==> config.mk <==
export PLATFORM = sky130hd
export DESIGN_NAME = chipi74ls259
export DESIGN_NICKNAME = d
export VERILOG_FILES = /design/src/rtl/chipi74ls259_pkg.sv /design/src/rtl/chipi74ls259_cell.sv /design/src/rtl/chipi74ls259.sv
export SDC_FILE = /design/constraint.sdc
export NUM_CORES = 1
export LEC_CHECK = 0
export ABC_AREA = 0
export CORE_AREA = 2 2 39 41
export CTS_BUF_LIST = sky130_fd_sc_hd__clkbuf_2 sky130_fd_sc_hd__clkbuf_4 sky130_fd_sc_hd__clkbuf_8
export DETAILED_ROUTE_END_ITERATION = 12
export DIE_AREA = 0 0 41 43
export SYNTH_ARGS = -nofsm -noshare
export SYNTH_HDL_FRONTEND = slang
export SYNTH_SLANG_ARGS = --single-unit
==> constraint.sdc <==
create_clock -name clk -period 0.8 [get_ports clk]
set_input_delay 0.16 -clock clk [delete_from_list [all_inputs] [get_ports clk]]
set_output_delay 0.16 -clock clk [all_outputs]
set_load 0.005 [all_outputs]
==> src/rtl/chipi74ls259_pkg.sv <==
// chipi74ls259_pkg: mode encodings ({CLRn,En}) and latch width for the 74LS259 model.
package chipi74ls259_pkg;
    localparam int LATCH_BITS = 8;
    typedef logic [1:0] mode_t;
    localparam mode_t MODE_DEMUX = 2'b00;
    localparam mode_t MODE_CLEAR = 2'b01;
    localparam mode_t MODE_WRITE = 2'b10;
    localparam mode_t MODE_HOLD  = 2'b11;
endpackage

==> src/rtl/chipi74ls259_cell.sv <==
// chipi74ls259_cell: one latch bit of the 74LS259, updated on the rising clock edge.
module chipi74ls259_cell
    import chipi74ls259_pkg::*;
(
    input  logic  clk,
    input  logic  rst,
    input  logic  sel,
    input  logic  d,
    input  mode_t mode,
    output logic  q
);
    logic q_q;
    logic q_d;
    // An unknown mode falls through every ternary and propagates X rather than resolving.
    always_comb begin
        q_d = (mode == MODE_HOLD)  ? q_q :
              (mode == MODE_WRITE) ? (sel ? d : q_q) :
              (mode == MODE_DEMUX) ? (sel & d) : 1'b0;
    end
    always_ff @(posedge clk or posedge rst) begin
        if (rst) q_q <= 1'b0;
        else     q_q <= q_d;
    end
    assign q = q_q;
endmodule

==> src/rtl/chipi74ls259.sv <==
// chipi74ls259: clocked 8-bit addressable latch; CHIPI74LS259_READBACK_EN adds an 8-to-1 readback port.
module chipi74ls259
    import chipi74ls259_pkg::*;
(
    input  logic clk,
    input  logic rst,
    input  logic A0_1,
    input  logic A1_2,
    input  logic A2_3,
    input  logic D_13,
    input  logic En_14,
    input  logic CLRn_15,
`ifdef CHIPI74LS259_READBACK_EN
    input  logic RdA0,
    input  logic RdA1,
    input  logic RdA2,
    output logic Rd_Z,
`endif
    output logic Q0_4,
    output logic Q1_5,
    output logic Q2_6,
    output logic Q3_7,
    output logic Q4_9,
    output logic Q5_10,
    output logic Q6_11,
    output logic Q7_12
);
    logic [LATCH_BITS-1:0] sel;
    logic [LATCH_BITS-1:0] q;
    mode_t                 mode;
    assign mode = {CLRn_15, En_14};
    assign sel  = LATCH_BITS'(1) << {A2_3, A1_2, A0_1};
    for (genvar i = 0; i < LATCH_BITS; i++) begin : g_cell
        chipi74ls259_cell u_cell (
            .clk  (clk),
            .rst  (rst),
            .sel  (sel[i]),
            .d    (D_13),
            .mode (mode),
            .q    (q[i])
        );
    end
    assign {Q7_12, Q6_11, Q5_10, Q4_9, Q3_7, Q2_6, Q1_5, Q0_4} = q;
`ifdef CHIPI74LS259_READBACK_EN
    assign Rd_Z = q[{RdA2, RdA1, RdA0}];
`endif
endmodule

==> flow_metrics.py, run 1 <==
metrics = {
    "worst_setup_path": {
        "path_cells": "buf_2",
        "worst-endpoint-required_ns": 0.64,
        "wp_data_arrival_ns": 0.76,
        "timing.critical_path.fanout_max": 2,
        "setup.worst_path.class": "reg2out",
        "critical_path.max_stage_delay_ns": 0.38,
        "critical-path-slowest-cell": "dfrtp_1",
        "r2r_setup_slack_ns": 0.07,
        "crit_buf_inv": 1,
        "crit_path_start_kind": "flop",
        "critical_path.top_delay_family": "flip-flops",
        "endpoint_kind": "primary output",
    },
    "sta": {
        "timing.final.hold_violations": 0,
        "min_period_over_period": 1.15,
        "worstMarginPinSlew_ns": 0.325,
        "final.setup.worst_slack_ns": -0.117,
        "final_max_slew_viol_count": 0,
        "maximum_frequency_from_static_timing_analysis_ghz": 1.09,
        "setup_repair_after_global_routing_missed_its_margin": "true",
        "timing.slew.headroom": 0.783,
        "period_minus_slack_ns": 0.917,
        "skew_ns": 0,
        "setup_violations": 8,
        "worst_hold_slack_ns": 0.158,
    },
    "global_routing": {
        "grt_util_met1": 0.158,
        "pin_count_of_the_biggest_net_entering_global_routing": 9,
        "global_route_wire_length_before_repair_microns": 1390,
        "groute.layer.met2.usage": 0.169,
        "grt_remaining_overflow": 0,
        "globalRouteMet3Util": 0.0157,
        "antenna_violations_before_repair": 0,
        "number_of_global_route_vias_before_repair": 330,
        "grt_most_used_layer": "met2",
        "grt.total_usage": 0.118,
    },
    "clocking": {
        "cts.path.max_buffers": 2,
        "cts_sinks": 8,
        "cts_hold_buf": 0,
        "h-tree-depth": 1,
        "clockRootBuffer": "clkbuf_4",
        "cts_tree": "built",
        "cts_made_buffers": 3,
        "cts.clk_slew.worst_paths_ns": 0.06,
        "clock_latency_ns": 0.25,
    },
    "pwr": {
        "vdd.ir_drop.worst_mv": 0.641,
        "fin_total_pwr_uw": 874,
        "power_leakage_uw": 0.000300,
        "power_density_nw_per_um2": 1430,
    },
    "finish": {
        "fillCellCount": 144,
        "final_common_cell": "buf_2",
        "number_of_flip_flops_in_the_largest_register": 8,
        "finish.net_count": 65,
        "drive_above_1_share": 0.455,
        "utilization": 0.440,
        "ant_diodes": 0,
        "layout.cells.non_filler": 71,
        "syn2layout_area_growth_pct": 52.2,
        "mostFrequentLayoutCells": "buf_2 (12), nand2_1 (8), mux2i_1 (8), dfrtp_1 (8), clkbuf_4 (3)",
    },
    "yosys": {
        "synth_mux_area_frac": 0.200,
        "synth.avg_cell_area_sq_um": 11.4,
        "yosysWarnings": 0,
        "combinational_family_with_the_most_area_after_synthesis": "simple AND/OR/NAND/NOR gates",
        "synth_adder_area_share": 0,
        "synthesis.instances": 35,
        "netlist_area_sq_um": 400,
        "synth-compound-area-share": 0,
        "synth_cell_type_count": 10,
        "synth-seq-area-share": 0.500,
        "synth_simple_gate_area_share": 0.272,
        "synth_seq_cells": 8,
        "mappedNetlistNets": 43,
        "synth_xor_area_frac": 0,
    },
    "routing": {
        "route.vias.total": 346,
        "detailedRoute.firstPassIterationCount": 4,
        "avgRoutedWirePerCell_microns": 12.5,
        "wl_microns": 887,
        "post_drt_via_cell_ratio": 4.87,
        "ant_nets": 0,
        "drt_drc_violations_left": 0,
        "drt_first_iter_violations": 3,
    },
    "worst_hold_path": {
        "worst_hold_path_class": "in2async",
    },
    "outcome": {
        "outcome": "finished with violations",
        "failing_checks": "setup timing",
    },
    "floorplan": {
        "coreArea_sq_um": 1380,
        "dieHeight_microns": 43,
        "io-pin-count": 16,
        "start_util": 0.289,
        "core.rowCount": 14,
        "dieArea_sq_um": 1760,
        "die_w_microns": 41,
    },
    "placed_design": {
        "detailed_place_hpwl_microns": 587,
        "detailedPlace.worstSlack_ns": -0.613,
        "finalWeightedCongestion": 0.639,
        "placed_cells_incl_taps": 67,
        "port-buffer-count": 15,
    },
    "run": {
        "max_cap_violations": 0,
    },
}
power by group:
part	switching, uW	internal [uW]	total (uW)
sequential	6.61	419	426
combinational	73.3	68.7	142
clock	135	172	306
Yosys cell counts:
cell | count | area share
dfrtp_1 | 8 | 0.50
inv_1 | 2 | 0.019
clkbuf_1 | 1 | 0.0094
and4bb_2 | 2 | 0.062
and4bb_1 | 1 | 0.031
mux2i_1 | 8 | 0.20
nand4b_1 | 1 | 0.022
nand2_1 | 8 | 0.075
nor4b_1 | 3 | 0.066
nor4_1 | 1 | 0.016
cell type report:
class	instances	area (sq um)	share of cell area
Tap cell	16	20.0	0.0329
Clock buffer	3	22.5	0.0370
Inverter	2	7.51	0.0123
Sequential cell	8	200	0.329
Timing Repair Buffer	18	119	0.195
Multi-Input combinational cell	24	240	0.394
per-stage QoR:
stage	TNS, ns	instance area [sq um]
2_1_floorplan	0	400
3_3_place_gp	-5.72	582
3_5_place_dp	-5.66	582
4_1_cts	-0.927	612
5_1_grt	-1.08	609
6_report	-0.845	609
logic make-up (layout without fill, tap and decap cells):
logic type,after synthesis,count (layout)
simple gates,16,16
mux,8,8
flops,8,8
buf+inv,3,23
worst paths after layout:
path / startpoint / to / cells after the start
setup / recovery: g_cell[2].u_cell.q / Q2_6 / 1
hold / removal: rst / g_cell[0].u_cell.q / 2
setup reg to reg: g_cell[1].u_cell.q / g_cell[1].u_cell.q / 3
hold reg to reg: g_cell[0].u_cell.q / g_cell[0].u_cell.q / 2
max in group asynchronous: rst / g_cell[5].u_cell.q / 2
min in group clk: CLRn_15 / g_cell[2].u_cell.q / 4
what timing repair did:
| action | in CTS | in global routing |
|---|---|---|
| pin swaps | 2 | 1 |
| cloned | 0 | 0 |
| hold endpoints to repair | 0 | 0 |
| setup endpoints to repair | 16 | 16 |
| gates resized for setup | 50 | 12 |
| setup buffers | 0 | 1 |
per-layer routing:
| metal | share of wire | vias up |
|---|---|---|
| li1 | - | 166 |
| met5 | 0 | - |
| met2 | 0.48 | 10 |
| met4 | 0.0079 | 0 |
| met3 | 0.057 | 2 |
| met1 | 0.46 | 168 |
Power figures use the tool's default switching activity.
==> run 2, diff against run 1 <==
- clock period: 0.8 -> 0.9 ns (I/O delays scaled with it)
==> flow_metrics.py, run 2 (synthesized netlist as in run 1, its figures left out) <==
metrics = {
    "global_routing": {
        "grt.total_usage": 0.111,
        "grt_remaining_overflow": 0,
        "number_of_global_route_vias_before_repair": 313,
        "antenna_violations_before_repair": 0,
        "global_route_wire_length_before_repair_microns": 1320,
        "pin_count_of_the_biggest_net_entering_global_routing": 9,
    },
    "sta": {
        "period_minus_slack_ns": 0.932,
        "final_max_slew_viol_count": 0,
        "min_period_over_period": 1.04,
        "timing.slew.headroom": 0.784,
        "setup_repair_after_global_routing_missed_its_margin": "true",
        "final.setup.worst_slack_ns": -0.0317,
        "maximum_frequency_from_static_timing_analysis_ghz": 1.07,
        "timing.setup.tns_ns": -0.204,
        "skew_ns": 0,
        "timing.final.hold_violations": 0,
        "setup_violations": 8,
        "worstMarginPinSlew_ns": 0.323,
    },
    "finish": {
        "ant_diodes": 0,
        "syn2layout_area_growth_pct": 46.9,
        "number_of_flip_flops_in_the_largest_register": 8,
        "drive_above_1_share": 0.418,
        "mostFrequentLayoutCells": "nand2_1 (8), mux2i_1 (8), dfrtp_1 (8)",
        "layout.cells.non_filler": 71,
        "finish.net_count": 65,
        "utilization": 0.425,
    },
    "pwr": {
        "vdd.ir_drop.worst_mv": 0.569,
        "combPwrFrac": 0.147,
        "power_leakage_uw": 0.000279,
        "power.net_switching_uw": 185,
        "seq_power_share": 0.492,
        "power_density_nw_per_um2": 1310,
        "fin_total_pwr_uw": 768,
        "power.share.clock": 0.361,
        "internal_power_uw": 583,
        "swShare": 0.241,
    },
    "worst_setup_path": {
        "endpoint_kind": "primary output",
        "worst_setup_path_startpoint": "g_cell[7].u_cell.q",
        "critical_path.max_stage_delay_ns": 0.38,
        "crit_path_start_kind": "flop",
        "setup.worst_path.class": "reg2out",
        "crit_buf_inv": 1,
        "path_cells": "buf_2",
        "critical-path-slowest-cell": "dfrtp_1",
        "wp_data_arrival_ns": 0.75,
        "timing.critical_path.fanout_max": 2,
        "r2r_setup_slack_ns": 0.17,
        "critical_path.top_delay_family": "flip-flops",
        "critical_register_to_register_path_startpoint": "g_cell[6].u_cell.q",
        "worst-endpoint-required_ns": 0.72,
    },
    "worst_hold_path": {
        "worst_hold_path_class": "in2async",
    },
    "clocking": {
        "h-tree-depth": 1,
        "cts.path.max_buffers": 2,
        "cts.clk_slew.worst_paths_ns": 0.06,
        "clockRootBuffer": "clkbuf_4",
        "clock_latency_ns": 0.25,
        "cts_made_buffers": 3,
        "cts_sinks": 8,
        "cts_tree": "built",
    },
    "floorplan": {
        "dieHeight_microns": 43,
        "dieArea_sq_um": 1760,
        "start_util": 0.289,
        "core.rowCount": 14,
        "coreArea_sq_um": 1380,
        "die_w_microns": 41,
        "io-pin-count": 16,
    },
    "run": {
        "max_cap_violations": 0,
    },
    "routing": {
        "drt_drc_violations_left": 0,
        "route.vias.total": 343,
        "ant_nets": 0,
        "avgRoutedWirePerCell_microns": 11.7,
        "drt_first_iter_violations": 3,
        "post_drt_via_cell_ratio": 4.83,
        "detailedRoute.firstPassIterationCount": 4,
        "wl_microns": 834,
    },
    "outcome": {
        "outcome": "finished with violations",
        "failing_checks": "setup timing",
    },
    "placed_design": {
        "detailedPlace.worstSlack_ns": -0.533,
        "finalWeightedCongestion": 0.639,
        "placed_cells_incl_taps": 67,
        "detailed_place_hpwl_microns": 587,
        "port-buffer-count": 15,
    },
}
==> run 2: path summary, 6_finish.rpt <==
kind | end | depth (start not counted)
setup / recovery | Q7_12 | 1
hold / removal | g_cell[0].u_cell.q | 2
setup reg to reg | g_cell[6].u_cell.q | 3
hold reg to reg | g_cell[0].u_cell.q | 2
max in group asynchronous | g_cell[5].u_cell.q | 2
min in group clk | g_cell[2].u_cell.q | 3
==> run 2: repair_timing <==
item,CTS,global route
setup buffers,0,1
endpoints found under the setup margin,16,13
pin swaps,1,2
hold buffers,0,0
gates resized for setup,40,6
==> run 2: layer usage <==
| metal | GRT usage | routed length [microns] | vias to the layer above |
|---|---|---|---|
| li1 | - | - | 167 |
| met1 | 0.158 | 408 | 162 |
| met2 | 0.147 | 365 | 12 |
| met3 | 0.0157 | 53 | 2 |
| met4 | 0.0800 | 7 | 0 |
| met5 | 0 | 0 | - |
==> run 2: final cells by class <==
type | count | area [sq um]
fill | 138 | 796
inverter | 2 | 7.51
multi-input combinational | 24 | 214
clock buffer | 3 | 22.5
timing repair buffer | 18 | 124
tap | 16 | 20.0
sequential | 8 | 200
==> run 2: power groups by stage <==
stage	Combinational [uW]	Clock (uW)	Sequential (uW)
after floorplan	41.1	0	386
after global placement	124	0	385
after detailed placement	123	0	385
after CTS	115	282	378
after global routing	127	296	380
final	113	277	378
==> run 2: stage by stage <==
stage                     hold slack [ns]  instance area, sq um
after floorplan                  -0.00434                   400
after global placement              0.453                   582
after detailed placement            0.457                   582
after CTS                           0.186                   592
after global routing                0.222                   588
final                               0.176                   588
==> run 3, diff against run 2 <==
- HOLD_SLACK_MARGIN: default -> 0.05
- SLEW_MARGIN: default -> 30
- clock period: 0.9 -> 0.8 ns (I/O delays scaled with it)
==> results of run 3 <==
Same layout as run 1: the final DEF is identical, and so are final timing and power.
